**config.mk**
```make
export PLATFORM = sky130hd
export DESIGN_NAME = fb_writer
export DESIGN_NICKNAME = d
export VERILOG_FILES = /design/src/rtl/fb_pkg.sv /design/src/rtl/fb_writer.sv
export SDC_FILE = /design/constraint.sdc
export NUM_CORES = 1
export LEC_CHECK = 0
export BUFFER_PORTS_ARGS = -buffer_cell sky130_fd_sc_hd__buf_2
export CORE_MARGIN = 3
export CORE_UTILIZATION = 50
export CTS_CLUSTER_SIZE = 25
export DETAILED_ROUTE_END_ITERATION = 10
export PLACE_DENSITY = 0.78
export SETUP_SLACK_MARGIN = 0.4
export SLEW_MARGIN = 20
export SYNTH_ARGS = -nofsm -noshare
export SYNTH_HDL_FRONTEND = slang
export SYNTH_SLANG_ARGS = --single-unit
export TNS_END_PERCENT = 100
```
**constraint.sdc**
```tcl
create_clock -name clk -period 3.4 [get_ports clk]
set_input_delay 0.68 -clock clk [delete_from_list [all_inputs] [get_ports clk]]
set_output_delay 0.68 -clock clk [all_outputs]
set_load 0.01 [all_outputs]
```
**src/rtl/fb_pkg.sv**
```systemverilog
// Shared types and default geometry for the frame-buffer writer.
package fb_pkg;

    localparam int DEF_COLS = 64;
    localparam int DEF_ROWS = 32;

    // RGB444 pixel: [11:8]=B, [7:4]=G, [3:0]=R
    typedef logic [11:0] rgb444_t;

    typedef enum logic [1:0] {
        ST_WRITE = 2'd0,
        ST_PEND  = 2'd1,
        ST_SWAP  = 2'd2
    } state_t;

endpackage

```
**src/rtl/fb_writer.sv**
```systemverilog
// Raster pixel stream to split top/bottom frame memories, one-cycle write latency.
// FB_DBL_BUF_EN enables bank ping-pong gated by the display frame_sync pulse.
//
// state    | meaning
// ---------+-----------------------------------------------------------
// ST_WRITE | accepting pixels into w_bank
// ST_PEND  | frame complete, stalled until display frame_sync
// ST_SWAP  | one cycle: toggle banks, clear counters
module fb_writer
    import fb_pkg::*;
#(
    parameter int COLS = DEF_COLS,
    parameter int ROWS = DEF_ROWS,
    localparam int CB = $clog2(COLS),
    localparam int RB = $clog2(ROWS),
    localparam int AW = CB + RB - 1
) (
    input  logic          clk,
    input  logic          rst_n,
    input  logic          s_valid,
    output logic          s_ready,
    input  rgb444_t       s_data,
    input  logic          s_last,
    input  logic          frame_sync,
    output logic          w_en_top,
    output logic          w_en_btm,
    output logic [AW-1:0] w_addr,
    output rgb444_t       w_data,
    output logic          w_bank,
    output logic          rd_bank,
    output logic          err
);

    state_t          state_q, state_d;
    logic [CB-1:0]   col_q, col_d;
    logic [RB-1:0]   row_q, row_d;
    logic            s_ready_q, s_ready_d;
    logic            w_bank_q, w_bank_d;
    logic            err_q, err_d;
    logic            w_en_top_q, w_en_top_d;
    logic            w_en_btm_q, w_en_btm_d;
    logic [AW-1:0]   w_addr_q, w_addr_d;
    rgb444_t         w_data_q, w_data_d;
    logic            acc;
    logic            at_final;

    always_comb begin
        state_d    = state_q;
        col_d      = col_q;
        row_d      = row_q;
        w_bank_d   = w_bank_q;
        err_d      = err_q;
        acc        = s_valid & s_ready_q;
        at_final   = (col_q == CB'(COLS - 1)) && (row_q == RB'(ROWS - 1));

        // Row MSB selects the half; remaining row bits index within it.
        w_en_top_d = acc & ~row_q[RB-1];
        w_en_btm_d = acc & row_q[RB-1];
        w_addr_d   = acc ? {row_q[RB-2:0], col_q} : w_addr_q;
        w_data_d   = acc ? s_data : w_data_q;

        case (state_q)
            ST_WRITE: begin
                if (acc) begin
                    if (at_final) begin
                        err_d = err_q | ~s_last;
                        col_d = '0;
                        row_d = '0;
`ifdef FB_DBL_BUF_EN
                        state_d = ST_PEND;
`endif
                    end else if (s_last) begin
                        err_d = 1'b1;
                        col_d = '0;
                        row_d = '0;
                    end else if (col_q == CB'(COLS - 1)) begin
                        col_d = '0;
                        row_d = row_q + 1'b1;
                    end else begin
                        col_d = col_q + 1'b1;
                    end
                end
            end
            ST_PEND: begin
                if (frame_sync) state_d = ST_SWAP;
            end
            ST_SWAP: begin
                state_d  = ST_WRITE;
                w_bank_d = ~w_bank_q;
                col_d    = '0;
                row_d    = '0;
            end
            default: state_d = ST_WRITE;
        endcase

        s_ready_d = (state_d == ST_WRITE);
    end

    always_ff @(posedge clk or negedge rst_n) begin
        if (!rst_n) begin
            state_q    <= ST_WRITE;
            col_q      <= '0;
            row_q      <= '0;
            s_ready_q  <= 1'b0;
            w_bank_q   <= 1'b0;
            err_q      <= 1'b0;
            w_en_top_q <= 1'b0;
            w_en_btm_q <= 1'b0;
            w_addr_q   <= '0;
            w_data_q   <= '0;
        end else begin
            state_q    <= state_d;
            col_q      <= col_d;
            row_q      <= row_d;
            s_ready_q  <= s_ready_d;
            w_bank_q   <= w_bank_d;
            err_q      <= err_d;
            w_en_top_q <= w_en_top_d;
            w_en_btm_q <= w_en_btm_d;
            w_addr_q   <= w_addr_d;
            w_data_q   <= w_data_d;
        end
    end

    assign s_ready  = s_ready_q;
    assign w_en_top = w_en_top_q;
    assign w_en_btm = w_en_btm_q;
    assign w_addr   = w_addr_q;
    assign w_data   = w_data_q;
    assign err      = err_q;
    assign w_bank   = w_bank_q;
`ifdef FB_DBL_BUF_EN
    assign rd_bank  = ~w_bank_q;
`else
    // Single buffer: SWAP is unreachable, so the bank flop stays 0.
    assign rd_bank  = w_bank_q;
`endif

endmodule

```
==> flow_metrics.tcl <==
set metrics [dict create \
    grtUsageMet2 0.266 \
    grt-busiest-layer "met2" \
    grt_usage 0.170 \
    gp_congestion 0.827 \
    routedWlPerCell_um 13.6 \
    cpPeakStageDelay_ns 0.56 \
    final_nets 210 \
    dp.final_hpwl_um 2360 \
    core_area_um2 3200 \
    grtUsageMet1 0.216 \
    clock-sinks 40 \
    status "complete, no violations" \
    drc 0 \
    fin_cells 235 \
    synthFlopType "dfrtp_1" \
    mostFrequentLayoutCell "buf_2" \
    rsz0062_at_grt "false" \
    finalCritPeriodShare 0.554 \
    async_flop_share 1.00 \
    syn_inst 145 \
    cts_inserted_buffers 5 \
    cts_max_path_buffers 2 \
    max-vdd-ir-drop_v 0.000269 \
    final_max_slew_viol_count 0 \
    grt_pass1_vias 1227 \
    regArea_um2 1000 \
    detail-route-antenna-nets 0 \
    clk_latency_ns 0.36 \
    cap_viol_max_count 0 \
    cp_slowest_cell "and2_1" \
    vias 1251 \
    cts_root_buffer "clkbuf_4" \
    die_w_um 65.1 \
    first_pass_iters 4 \
    grt_first_pass_wirelength_um 5420 \
    syn_area_per_cell_um2 12.1 \
    multiInputGateArea_um2 689 \
    antenna_found_initial 0 \
    cp_max_fo 15 \
    synth-edff-count 0 \
    start_kind "register" \
    crit_path_end_kind "register" \
    critical_path_buf_inv_count 0 \
    tritoncts "yes" \
    start_util 0.546 \
    yosysUniqueCellTypes 36 \
    yosysSeqAreaShare 0.572 \
    cts_resized 0 \
    required_ns 3.65 \
    crit_chain "and2_1 > a21oi_1 > a21o_1 > a221o_1" \
    grt_max_degree 41 \
    antenna_cells 0 \
    layout_common_cells "buf_2 (44), dfrtp_1 (40), mux2_2 (21)" \
    vias_per_cell 5.32 \
    critPathKind "register to register" \
    io_buffers 44 \
    syn_area_um2 1750 \
    die_y_um 65.1 \
    n_fill_cell 282 \
    cts_setup_buffers 0 \
    hold_ws_ns 0.397 \
    drt_iter0_markers 40 \
    max_freq_ghz 0.531 \
    cts_hold_buf 0 \
    clk_pin_slew_ns 0.12 \
    cp.arrival_ns 2.13 \
    synth_seq_cells 40 \
    yosysWarnings 0 \
    placedCellCount 227 \
    p_leak_nw 1.03 \
    hp-class "primary input to asynchronous set/reset pin" \
    num_rows 20 \
    power_mw 1.00 \
    clock-skew-final_ns 0.00836 \
    dieArea_um2 4240 \
    final.min_clock_period_ns 1.89 \
    worst_slew_pin_slew_ns 0.815 \
    wirelength_um 3200 \
    grt_remaining_overflow 0 \
    drive_gt1_frac 0.403 \
    cts_max_level 2 \
    pwr_density_cell_nw_per_um2 484 \
    cp_top_family "compound AO/OA/AOI/OAI gates" \
    finalSetupViolCount 0 \
    tns_ns 0 \
    syn_to_final_growth_pct 18.3 \
    io_pins 45 \
    met3_usage 0.0462 \
    timing.slew.headroom 0.457 \
    hold_violations 0 \
    synthesis.nets 165 \
]
==> worst reg2reg max path, stage by stage (launching register included) <==
cell and delay, ns:
dfrtp_1 0.42, and2_1 0.56, a21oi_1 0.15, a21o_1 0.27, a221o_1 0.37
==> metrics by stage <==
step	util	area, µm²	worst slack (ns)
2_1_floorplan	-	1750	1.65
3_3_place_gp	0.620	1980	1.23
3_5_place_dp	0.620	1980	1.14
4_1_cts	0.646	2070	1.49
5_1_grt	0.646	2070	1.33
6_report	0.646	2070	1.52
==> cells by family after synthesis <==
kind of cell,count (synthesis),synth area share
xor gates and xnor gates,2,0.0100
DFF,40,0.572
muxes,24,0.152
and+or+nand+nor,44,0.135
buffers and inverters,11,0.0336
AOI/OAI and AO/OA,21,0.0751
adders and majority gates,3,0.0215
==> cell usage after synthesis (2+ instances only) <==
master   instances  area [µm²]
buf_4            2        15.0
and2_1           2        12.5
dfrtp_1         40        1000
a221o_1          2        20.0
ha_1             3        37.5
a21oi_1          3        15.0
nand3_1          5        25.0
mux2i_1          3        30.0
nor4_1           2        12.5
mux2_2          21         236
or2b_1           2        15.0
o21ai_0         10        50.1
nand2_1         12        45.0
nor2_1           7        26.3
xnor2_1          2        17.5
inv_1            5        18.8
a21o_1           2        15.0
and3_1           4        25.0
==> power breakdown <==
part	leakage, nW	total [mW]	switching (mW)	internal, mW
clock network	0.0454	0.316	0.159	0.157
logic	0.473	0.142	0.0726	0.0690
registers	0.508	0.544	0.0268	0.517
==> per-layer routing <==
| metal | vias up | share of wire |
|---|---|---|
| li1 | 607 | - |
| met3 | 7 | 0.086 |
| met2 | 55 | 0.46 |
| met4 | 0 | 0.014 |
| met1 | 582 | 0.44 |
| met5 | - | 0 |
==> sequential cells by signal, summed over array words and instances (netlist names), 2 cells and up <==
register	cells
col_q	6
w_data	12
row_q	5
state_q	2
w_addr	10
==> area by class of cell <==
class | count | share of cell area
clock buffer | 5 | 0.0181
clock inverter | 3 | 0.0230
inverter | 5 | 0.00907
multi-input combinational | 94 | 0.333
sequential | 40 | 0.484
tap | 44 | 0.0266
timing repair buffer | 44 | 0.106
==> worst paths after layout <==
check	from	to	slack (ns)	depth (start not counted)
setup / recovery	s_ready$_DFF_PN0_	row_q[3]$_DFFE_PN0P_	1.52	4
hold / removal	rst_n	w_data[1]$_DFFE_PN0P_	0.40	1
setup reg to reg	s_ready$_DFF_PN0_	row_q[3]$_DFFE_PN0P_	1.52	4
hold reg to reg	err$_DFFE_PN0P_	err$_DFFE_PN0P_	0.48	1
max in group asynchronous	rst_n	row_q[3]$_DFFE_PN0P_	2.49	1
min in group clk	frame_sync	state_q[0]$_DFF_PN0_	0.46	2
Power figures use the tool's default switching activity.
